$ cat config.mk
export PLATFORM = sky130hd
export DESIGN_NAME = adder_arbiter
export DESIGN_NICKNAME = d
export VERILOG_FILES = /design/src/rtl/adder_arbiter.sv
export SDC_FILE = /design/constraint.sdc
export NUM_CORES = 1
export LEC_CHECK = 0
export CORE_ASPECT_RATIO = 0.9
export CORE_MARGIN = 10
export CORE_UTILIZATION = 50
export DETAILED_ROUTE_END_ITERATION = 7
export PLACE_DENSITY = 0.83
export SLEW_MARGIN = 20
export SYNTH_ARGS = -nofsm -noshare
export SYNTH_HDL_FRONTEND = slang
export SYNTH_SLANG_ARGS = --single-unit
$ cat constraint.sdc
create_clock -name clk -period 4.89 [get_ports clk]
set_input_delay 1.2225 -clock clk [delete_from_list [all_inputs] [get_ports clk]]
set_output_delay 1.2225 -clock clk [all_outputs]
set_load 0.05 [all_outputs]
$ cat src/rtl/adder_arbiter.sv
// Two-requester round-robin arbiter sharing a single 8-bit adder.
// One operation per two cycles: grant/latch in IDLE, add/complete in ADD.

module adder_8bit (
  input  logic [7:0] a,
  input  logic [7:0] b,
  input  logic       cin,
  output logic [7:0] sum
);
  assign sum = a + b + {7'd0, cin};
endmodule

module adder_arbiter (
  input  logic       clk,
  input  logic       rst,
  input  logic [1:0] req,
  input  logic [7:0] a0,
  input  logic [7:0] b0,
  input  logic [7:0] a1,
  input  logic [7:0] b1,
  output logic [1:0] gnt,
  output logic [1:0] done,
  output logic [7:0] result,
  output logic       busy
);

  typedef enum logic {IDLE, ADD} state_t;

  state_t     state_q, state_d;
  logic [7:0] op_a_q, op_a_d;
  logic [7:0] op_b_q, op_b_d;
  logic       owner_q, owner_d;
  logic       last_q, last_d;
  logic [1:0] gnt_q, gnt_d;
  logic [1:0] done_q, done_d;
  logic       busy_q, busy_d;
  logic [7:0] result_q, result_d;
  logic [7:0] sum;
  logic       win;

  adder_8bit u_adder (
    .a   (op_a_q),
    .b   (op_b_q),
    .cin (1'b0),
    .sum (sum)
  );

  always_comb begin
    state_d  = state_q;
    op_a_d   = op_a_q;
    op_b_d   = op_b_q;
    owner_d  = owner_q;
    last_d   = last_q;
    result_d = result_q;
    gnt_d    = '0;
    done_d   = '0;
    busy_d   = 1'b0;
    win      = 1'b0;
    case (state_q)
      IDLE: begin
        if (req != 2'b00) begin
          // On contention the requester that did not go last wins.
          win     = (req == 2'b11) ? ~last_q : req[1];
          op_a_d  = win ? a1 : a0;
          op_b_d  = win ? b1 : b0;
          gnt_d   = win ? 2'b10 : 2'b01;
          busy_d  = 1'b1;
          owner_d = win;
          state_d = ADD;
        end
      end
      ADD: begin
        result_d = sum;
        done_d   = owner_q ? 2'b10 : 2'b01;
        last_d   = owner_q;
        state_d  = IDLE;
      end
      default: state_d = IDLE;
    endcase
  end

  always_ff @(posedge clk) begin
    if (rst) begin
      state_q  <= IDLE;
      op_a_q   <= '0;
      op_b_q   <= '0;
      owner_q  <= 1'b0;
      last_q   <= 1'b1;
      gnt_q    <= '0;
      done_q   <= '0;
      busy_q   <= 1'b0;
      result_q <= '0;
    end else begin
      state_q  <= state_d;
      op_a_q   <= op_a_d;
      op_b_q   <= op_b_d;
      owner_q  <= owner_d;
      last_q   <= last_d;
      gnt_q    <= gnt_d;
      done_q   <= done_d;
      busy_q   <= busy_d;
      result_q <= result_d;
    end
  end

  assign gnt    = gnt_q;
  assign done   = done_q;
  assign busy   = busy_q;
  assign result = result_q;

endmodule

* After elaboration in Yosys (flattened, before gate mapping)
Cells that the tools add are included.
W data, S select, Z words.
** Word-level totals
- Register bits after elaboration :: 32
- Bits of input ports :: 36
- Output and inout bits :: 13
** Cells by class
- Muxes and demuxes :: 7
- Reductions and logical operators :: 5
- Bitwise operators :: 3
- Eq/ne operators :: 1
- $add $sub $neg :: 1
** Operator list (number)
- $mux W8 :: 2
- $add A8 B8 Y8 :: 1
- $mux W2 :: 2
- $reduce_or A2 Y1 :: 2
- $not A1 Y1 :: 3
- $reduce_or A3 Y1 :: 1
- $eq A2 B2 Y1 const B :: 1
- $mux W1 :: 2
- $pmux W1 S2 :: 1
- $reduce_and A2 Y1 :: 1
- $reduce_bool A2 Y1 :: 1

* Depth between registers and ports, before layout
- Depth in word-level cells :: 3
- Gate-level depth with buffers :: 7

* Hierarchy
A second synthesis with hierarchy kept.
** Second synthesis, totals
- Cell total of the unflattened synthesis :: 180
- Area, all modules :: 1650.3 µm²
** Modules (own cells, without submodules)
- adder_arbiter :: cells an instance 137, times used 1, area each 1305.0 µm²
- adder_8bit :: cells an instance 43, times used 1, area each 345.3 µm²

* Worst setup path after synthesis
No wires, ideal clock.
- Kind :: input to register
- From :: input rst
- To :: register op_a_q[0]
- Stages :: 4
- Library setup time :: 0.137 ns
- Slack :: 2.773 ns
- Arrival :: 1.980 ns
- Buffers on the path :: 3
- Cell sequence :: buf_2 clkbuf_1 buf_1 a211oi_1
** RTL lines
- from (decl) :: line 15 : input logic rst,
- to (signal assigned) :: line 95 : op_a_q <= op_a_d;
- to (decl) :: line 30 : logic [7:0] op_a_q, op_a_d;
No word-level cell between the ends.

==> summary.txt <==
Yosys reg bits - 31
Worst Path Max Fanout - 27
Final net count - 257
Post-synth EDFFs - 0
Ys async rst share - 0%
Hold Path Class - reg2reg
Outcome - finished clean
Sw Share - 32.0%
Drt wl/cell - 14.9 um
Comb power frac - 30.8%
Worst Path Required - 3.67 ns
Root Driver - clkbuf_4
Reg2reg path depth - 3
Routed WL - 3790 um
Routability cong. - 0.759
Pwr Density - 286 mW/mm^2
Final min period - 3.42 ns
Post-Syn Nets - 213
Vias/cell - 5.50
Endpoints failing hold - 0
WP buf/inv - 1
I/O Buffers - 48
Leak pwr - 0.827 nW
Fillers - 270
Post-cts resize count - 0
RSZ-0062 raised after global routing - no
Synth area leaders - dfxtp_1, mux2i_1, a211oi_1, nor2_1, ha_1
Pin count of the biggest net entering global routing - 37
Yosys cell types - 44
Worst-path clk slew - 0.08 ns
Final Power - 0.609 mW
Global-route wire length before repair - 6220 um
Die ar. - 0.00590 mm^2
Antenna violations before repair - 0
Primary FF master, synth - dfxtp_1
Iter 0 DRT Violations - 85
H-tree Lvls - 2
CP Capture Type - primary output
Clock power frac - 21.0%
Hold path depth - 2
Synth area leader - dfxtp_1
Cell depth of the worst setup path - 1
ANT nets after route - 0
Share of cells above drive strength 1 - 6.13%
CTS max path bufs - 2
Worst Clk Skew - 0.00355 ns
Gate Count Post-Synth - 169
Die Ht - 73.9 um
Area share of the largest cell type after synthesis - 38.5%
Mapped Avg Cell Area - 9.54 um^2
Mapped Area - 0.00161 mm^2
Tot GR Track Use - 13.2%
Max stage delay cell, worst path - clkdlybuf4s50_1
YS warnings - 0
CP cell instances - clkdlybuf4s50_1
Final instance area - 0.00213 mm^2
Peak VDD IR - 0.000140 V
Final setup vio count - 0
Clk sink count - 31
Worst path max stage delay - 0.96 ns
Fin util - 69.5%
Sequential area share after synthesis - 38.5%
Placement row count - 19
Area Growth Syn to Fin - 32.2%
DRC Markers - 0
Fmax - 0.292 GHz
Dominant delay contributor by cell family on the critical path - buffers and inverters
TritonCTS buffer count - 5
Startpoint types - flop
Max Slew Vio Count - 0
Setup repair bufs after CTS - 0
Setup TNS - 0 ns
P_sw - 0.195 mW
Worst-skew pair later-pin latency - 0.32 ns
Setup Crit Path Kind - reg2out
HPWL Detailed - 3050 um
DR pass1 iterations - 4
Max-cap violations - 0
Chip width - 79.8 um
Crit share post-route - 70.0%
Core Footprint - 0.00307 mm^2
Crit path arrival time - 2.20 ns
Slew of the pin with the lowest slew margin - 0.906 ns
Internal power - 0.414 mW
Reg power frac - 48.2%
Antenna cells - 0
Top Ports - 49
Post-DP Area - 0.00208 mm^2
Via count - 1398
TritonCTS clock tree - built
Relative slew slack - 39.5%
Vias in the first global route - 1445
GR Overflow Total - 0
Hold_buf cts - 0
Initial Util - 52.5%
state kept, by name (all words and copies together), names as in the netlist:
| signal | cells |
|---|---|
| state_q | 1 |
| last_q | 1 |
| done | 2 |
| gnt | 2 |
| result | 8 |
| op_b_q | 8 |
| owner_q | 1 |
| op_a_q | 8 |
final timing paths:
kind	from	endpoint	slack [ns]
hold / removal	owner_q	done[1]	0.47
setup reg to reg	state_q	op_b_q[5]	3.09
setup / recovery	state_q	busy	1.47
hold reg to reg	owner_q	done[1]	0.47
synthesized netlist by cell type, types with 2 or more instances:
| cell | n |
|---|---|
| nor2_1 | 27 |
| ha_1 | 7 |
| o21bai_1 | 2 |
| buf_2 | 5 |
| nand3_1 | 4 |
| a21oi_1 | 3 |
| clkbuf_1 | 2 |
| a211oi_1 | 17 |
| o21a_1 | 3 |
| nor3_1 | 3 |
| nor3b_1 | 4 |
| nand2b_1 | 6 |
| inv_1 | 7 |
| nor4_1 | 2 |
| dfxtp_1 | 31 |
| mux2i_1 | 18 |
layer usage:
metal  wire [um]  up-vias  GRT usage [%]
met5           0        -              0
met4          47        0           4.69
met3         308        6           5.85
met2        1870       50           22.6
met1        1560      633           14.2
li1            -      709              -
cell type report:
cell class	count	area [um^2]	share of cell area, %
multi-input cells	120	915	42.9
repair buffers	48	475	22.3
clock buffers	6	41.3	1.94
well taps	42	52.6	2.47
inverters	7	26.3	1.23
flip-flops and latches	31	621	29.1
power by group through the flow:
stage | sequential, mW | clock, mW | combinational (mW)
floorplan | 0.322 | 0 | 0.101
global placement | 0.298 | 0 | 0.181
detailed placement | 0.299 | 0 | 0.188
CTS | 0.293 | 0.132 | 0.188
global route | 0.297 | 0.142 | 0.205
finish | 0.294 | 0.128 | 0.187
stage by stage:
| step | worst slack [ns] | instances | hold slack [ns] |
|---|---|---|---|
| global route | 1.35 | 254 | 0.500 |
| finish | 1.47 | 254 | 0.473 |
| global placement | 1.78 | 248 | 0.439 |
| detailed placement | 1.60 | 248 | 0.460 |
| floorplan | 2.77 | 169 | 0.426 |
| CTS | 1.50 | 254 | 0.473 |
placed cells by master (no fill, tap or decap), types with 5 or more instances in the layout:
cell type        count
nor2_1              26
mux2i_1             18
clkbuf_4             5
clkdlybuf4s50_1     47
inv_1                7
nand2b_1             6
a211oi_1            17
ha_1                 7
dfxtp_1             31
worst register-to-register path, cell delays in order, from the launching register on:
cell	delay, ns
dfxtp_1	0.61
nor2_4	0.67
nor2_1	0.14
a211oi_1	0.28
kinds of logic after synthesis:
logic type	share of synthesized area, %
compound gates	20.3
xor+xnor	1.09
fa+ha+maj	6.68
buf+inv	5.90
flops	38.5
mux	11.2
simple gates	16.3
(Power assumes the default switching activity.)
